$ cat src/rtl/intr_ctrl.sv
// Interrupt request controller: edge-detects peripheral IRQs, merges them into the CPU IF register
// via IF_load pulses, defers around CPU IF writes. Optional macro INTC_SYNC_EN adds a 2-flop input synchronizer.
module intr_ctrl #(
    parameter logic [15:0] IF_ADDR = 16'hFF0F,
    parameter int unsigned CNT_W   = 8        // must be >= 3 so one cycle's coalesced count fits
) (
    input  logic             clock,
    input  logic             reset,
    input  logic [4:0]       irq_req,
    input  logic [4:0]       IF_data,
    input  logic [4:0]       IE_data,
    input  logic [15:0]      addr_ext,
    input  logic             mem_we,
    output logic [4:0]       IF_in,
    output logic             IF_load,
    output logic             irq_any,
    output logic [7:0]       irq_vector,
    output logic [CNT_W-1:0] coal_count
);

    // IF_load is a one-cycle strobe with no back-pressure: the CPU must capture IF_in whenever
    // IF_load is high. A CPU write to IF is the only stall; pend_q then holds until a free cycle.

    logic [4:0]       req_s;
    logic [4:0]       req_q;
    logic [4:0]       pend_q;
    logic [4:0]       pend_vis;
    logic [4:0]       rise;
    logic [4:0]       coal_bits;
    logic [2:0]       coal_n;
    logic [CNT_W:0]   coal_sum;
    logic [CNT_W-1:0] coal_q;
    logic [CNT_W-1:0] coal_d;
    logic [4:0]       active;
    logic             cpu_if_wr;

`ifdef INTC_SYNC_EN
    logic [4:0] sync1_q;
    logic [4:0] sync2_q;

    // Reset to all-ones so a source held high through reset is not seen as an edge.
    always_ff @(posedge clock) begin
        if (reset) begin
            sync1_q <= 5'h1F;
            sync2_q <= 5'h1F;
        end else begin
            sync1_q <= irq_req;
            sync2_q <= sync1_q;
        end
    end

    assign req_s = sync2_q;
`else
    assign req_s = irq_req;
`endif

    function automatic logic [2:0] popcnt5(input logic [4:0] b);
        logic [2:0] n;
        n = 3'd0;
        for (int i = 0; i < 5; i++) begin
            n = n + 3'(b[i]);
        end
        return n;
    endfunction

    assign rise      = req_s & ~req_q;
    assign cpu_if_wr = mem_we & (addr_ext == IF_ADDR);

    // Hide pending state while in reset so the outputs show their reset values immediately.
    assign pend_vis  = reset ? 5'h00 : pend_q;
    assign IF_load   = (|pend_vis) & ~cpu_if_wr;
    assign IF_in     = IF_data | pend_vis;

    assign coal_bits = rise & (IF_data | pend_q);
    assign coal_n    = popcnt5(coal_bits);
    assign coal_sum  = {1'b0, coal_q} + (CNT_W+1)'(coal_n);
    assign coal_d    = coal_sum[CNT_W] ? {CNT_W{1'b1}} : coal_sum[CNT_W-1:0];
    assign coal_count = reset ? '0 : coal_q;

    always_ff @(posedge clock) begin
        if (reset) begin
            req_q  <= 5'h1F;
            pend_q <= 5'h00;
            coal_q <= '0;
        end else begin
            req_q  <= req_s;
            coal_q <= coal_d;
            // A load flushes what it delivered; edges arriving in that same cycle stay pending.
            if (IF_load) begin
                pend_q <= rise;
            end else begin
                pend_q <= pend_q | rise;
            end
        end
    end

    assign active  = (IF_data | pend_vis) & IE_data;
    assign irq_any = |active;

    // Scan from lowest priority upward so the last hit (lowest index) wins.
    always_comb begin
        irq_vector = 8'h00;
        for (int i = 4; i >= 0; i--) begin
            if (active[i]) begin
                irq_vector = 8'h40 + 8'(i * 8);
            end
        end
    end

endmodule

$ cat config.mk
export PLATFORM = sky130hd
export DESIGN_NAME = intr_ctrl
export DESIGN_NICKNAME = d
export VERILOG_FILES = /design/src/rtl/intr_ctrl.sv
export SDC_FILE = /design/constraint.sdc
export NUM_CORES = 1
export LEC_CHECK = 0
export BUFFER_PORTS_ARGS = -buffer_cell sky130_fd_sc_hd__buf_2
export CORE_MARGIN = 2
export CORE_UTILIZATION = 48
export DETAILED_ROUTE_END_ITERATION = 16
export PLACE_DENSITY_LB_ADDON = 0.08
export REMOVE_ABC_BUFFERS = 1
export SLEW_MARGIN = 20
export SYNTH_ARGS = -nofsm -noshare
export SYNTH_HDL_FRONTEND = slang
export SYNTH_SLANG_ARGS = --single-unit
$ cat constraint.sdc
create_clock -name clock -period 6.4 [get_ports clock]
set_clock_uncertainty 0.1 [all_clocks]
set_input_delay 0.32 -clock clock [delete_from_list [all_inputs] [get_ports clock]]
set_output_delay 0.32 -clock clock [all_outputs]
set_load 0.02 [all_outputs]
* Word-level counts from Yosys, hierarchy flattened
Index checks and enable logic that the tools add are counted.
Word-level totals: memories kept 0, ROM bits 0, output and inout bits 23, memory bits (writable) 0, input port bits 34, flip-flop bits (word level) 18, latch bits 0
Cells by class: bitwise operators 10, shift operators 0, equal/unequal tests 1, reductions and logical operators 2, order comparisons 0, add/subtract/negate cells 5, muxes and demuxes 9, div/mod/pow operators 0, multiply operators 0
Operators with widths (number):
- $mux 8 | 6
- $eq 16x16->1 const B | 1
- $and 5x5->5 | 3
- $or 5x5->5 | 3
- $mux 5 | 2
- $reduce_or 5->1 | 2
- $add 8x3->9 | 1
- $mux 7 | 1
- $add 3x1->3 | 2
- $not 5->5 | 1
- $add 2x1->3 | 1
- $add 1x1->2 | 1
- $and 1x1->1 | 2
- $not 1->1 | 1

* Logic depth before layout (Yosys ltp)
depth after elaboration 9, gate-level depth with buffers 10

* Worst setup path after synthesis
OpenSTA, ideal clock, no wires.
path type input-to-reg, start in irq_req[0], end reg coal_q[7], stages 10, slack 3.395 ns, library setup time 0.132 ns, data arrival time 2.773 ns, buffers on the path 0, data required time 6.168 ns, cells stage by stage nor2b_1 > o21ai_0 > fa_1 > inv_1 > fa_1 > ha_1 > fa_1 > a21o_1 > o31ai_1 > a21oi_1
Between the ends: longest elaborated chain between the ends 8
Ends and longest elaborated chain:
- start: declaration | line 9 | input logic [4:0] irq_req,
- $and 5x5->5 | line 66 | assign rise = req_s & ~req_q;
- $and 5x5->5 | line 74 | assign coal_bits = rise & (IF_data | pend_q);
- $add 1x1->2 | line 61 | n = n + 3'(b[i]);
- $add 2x1->3 | line 61
- $add 3x1->3 (2 in a row) | line 61
- $add 8x3->9 | line 76 | assign coal_sum = {1'b0, coal_q} + (CNT_W+1)'(coal_n);
- $mux 8 | line 77 | assign coal_d = coal_sum[CNT_W] ? {CNT_W{1'b1}} : coal_sum[CNT_W-1:0];
- end signal: assignment | line 87 | coal_q <= coal_d;
- end: declaration | line 32 | logic [CNT_W-1:0] coal_q;
No other way between the ends. A chain may end at the register's enable or synchronous reset.

* Worst setup path in the final report
start reg req_q[0], end reg coal_q[7]
Between the ends: longest elaborated chain between the ends 9
Ends and longest elaborated chain:
- start: declaration | line 25 | logic [4:0] req_q;
- start signal: assignment | line 86 | req_q <= req_s;
- $not 5->5 | line 66
- $and 5x5->5 | line 66
- $and 5x5->5 | line 74
- $add 1x1->2 | line 61
- $add 2x1->3 | line 61
- $add 3x1->3 (2 in a row) | line 61
- $add 8x3->9 | line 76
- $mux 8 | line 77
No other way between the ends.

==> flow_metrics.env <==
export IMPL_dp_cells=205
export IMPL_hold_ws_ns=0.122
export IMPL_gr_max_usage_layer="met2"
export IMPL_initial_utilization_pct=50.2
export IMPL_clock_latency_ns=0.29
export IMPL_cts_buffer_depth=2
export IMPL_final_setup_tns_ns=0
export IMPL_leakage_uw=0.000693
export IMPL_ant_nets=0
export IMPL_die_w_um=51.9
export IMPL_gp_congestion=0.831
export IMPL_slowest_delay_ns=0.55
export IMPL_synth_edf_count=0
export IMPL_critPathTopFamily="adder cells"
export IMPL_numCtsBuffers=3
export IMPL_fin_cells=208
export IMPL_synth_seq_cells=18
export IMPL_powerDensity_nw_per_um2=162
export IMPL_io_buffers=52
export IMPL_cp_data_required_time_ns=6.46
export IMPL_post_dp_cell_area_um2=1360
export IMPL_fin_crit_sh_pct=48.9
export IMPL_track_usage_pct=19.8
export IMPL_criticalPathCategory="reg2reg"
export IMPL_antenna_found_initial=0
export IMPL_clkTransAtPathRegs_ns=0.10
export IMPL_antenna_cells=0
export IMPL_cap_violations=0
export IMPL_cts_root_buf="clkbuf_4"
export IMPL_synthFlopType="dfxtp_1"
export IMPL_setup_viol_count_final=0
export IMPL_slowest_stage="fa_1"
export IMPL_n_fill_cell=205
export IMPL_path_buf_inv=1
export IMPL_cp_end_kind="register"
export IMPL_cp_max_fo=6
export IMPL_yosys_warnings=0
export IMPL_first_pass_iters=3
export IMPL_grtUsageMet3_pct=3.16
export IMPL_wirelength_um=2420
export IMPL_vias_per_cell=5.04
export IMPL_htree_levels=1
export IMPL_worstSetupStartpointType="register"
export IMPL_yosysSeqAreaShare_pct=32.8
export IMPL_io_pins=57
export IMPL_gr_usage_met1_pct=23.4
export IMPL_synth_cell_types=35
export IMPL_grt_pass1_wl_um=3970
export IMPL_cp_cell_sequence="nor2b_1 -> o21ai_0 -> fa_1 -> inv_1 -> fa_1 -> ha_1 -> fa_1 -> a21o_1 -> o31ai_1 -> a21oi_1"
export IMPL_core_um2=2190
export IMPL_first_iter_violations=5
export IMPL_fin_area_um2=1390
export IMPL_vias=1049
export IMPL_final_common_cell="buf_2"
export IMPL_synth_avg_cell_area_um2=8.53
export IMPL_post_cts_buffers=0
export IMPL_die_area_um2=2690
export IMPL_rrSetupSlack_ns=3.27
export IMPL_status="completed"
export IMPL_netlist_instances=129
export IMPL_grt_setup_unrepaired="no"
export IMPL_fmax_mhz=319
export IMPL_die_height_um=51.9
export IMPL_clkSinkCount=18
export IMPL_arrival_ns=3.20
export IMPL_cp_common_cell="fa_1"
export IMPL_wl_per_cell_um=11.6
export IMPL_cts_tree="built"
export IMPL_grt_pass1_vias=955
export IMPL_grt_overflow=0
export IMPL_hold_buffers=0
export IMPL_fin_nets=223
export IMPL_min_period_ns=3.13
export IMPL_drive_gt1_share_pct=36.7
export IMPL_cts_resized=0
export IMPL_power_uw=225
export IMPL_grt_max_degree=30
export IMPL_syn_to_final_growth_pct=26.1
export IMPL_layout_common_cells="buf_2, dfxtp_1, nor2b_1, a21oi_1, or2_2"
export IMPL_drc=0
export IMPL_slew_viol_final=0
export IMPL_finalHoldViolations=0
export IMPL_async_flop_share_pct=0
export IMPL_hpwl_um=1970
export IMPL_rows=17
export IMPL_ir_worst_vdd_uv=126
export IMPL_netlist_area_um2=1100
export IMPL_hold_path_class="in2reg"
export IMPL_grtUsageMet2_pct=35.4
## metal layers
layer / wire, um / vias to the layer above
met2: 1140 / 37
met4: 28 / 0
li1: - / 548
met5: 0 / -
met1: 1070 / 460
met3: 176 / 4
## state kept, by name, indices dropped and copies added (netlist names)
| name | flops |
|---|---|
| coal_q | 8 |
| req_q | 5 |
| pend_q | 5 |
## power by group
part	internal [uW]	switching [uW]	total, uW
logic	23.1	29.2	52.3
registers	117	2.57	119
clock network	21.9	31.8	53.7
## stage by stage
stage          util [%]  worst slack, ns
2_1_floorplan         -             3.40
3_3_place_gp       62.3             3.20
3_5_place_dp       62.3             3.12
4_1_cts            63.3             3.26
5_1_grt            63.3             3.04
6_report           63.3             3.27
## cell type report
cell class / count / area (um^2) / share of cell area (%)
multi-input cells: 101 / 686 / 49.5
flip-flops and latches: 18 / 360 / 26.0
repair buffers: 52 / 260 / 18.8
well taps: 28 / 35.0 / 2.53
clock buffers: 3 / 22.5 / 1.62
inverters: 6 / 22.5 / 1.62
## worst register-to-register path, delay by kind of cell (launching register included)
kind	cells	cell delay, ns
DFF	1	0.31
adders and majority gates	4	1.66
buffers and inverters	1	0.05
AOI/OAI and AO/OA	4	0.74
and+or+nand+nor	1	0.15
## synth_stat cells (all sizes together), types with 4 or more instances
cell type	n	share of area, %
dfxtp	18	33
a21oi	12	5.5
buf	4	2.7
nand2b	4	2.3
o21ai	8	3.6
nand2	4	1.4
nor2	7	2.4
ha	4	4.6
inv	6	2.0
nand4	5	2.8
nor2b	16	9.1
or2	9	5.1
## cells by family after synthesis
kind of cell,after synthesis,share of synthesized area [%]
and+or+nand+nor,54,30.0
DFF,18,32.8
xor gates and xnor gates,3,2.39
adders and majority gates,7,10.0
buffers and inverters,13,5.92
other,1,0.341
AOI/OAI and AO/OA,33,18.5
## path summary, 6_finish.rpt
path                                           start              endpoint  depth (start not counted)
worst max-delay path             req_q[0]$_SDFF_PP1_  coal_q[7]$_SDFF_PP0_                         10
worst min-delay path                      irq_req[3]   req_q[3]$_SDFF_PP1_                          2
worst max register to register   req_q[0]$_SDFF_PP1_  coal_q[7]$_SDFF_PP0_                         10
worst min register to register  pend_q[2]$_SDFF_PP0_  pend_q[2]$_SDFF_PP0_                          1
No activity file was read; power rests on OpenSTA's default activity.
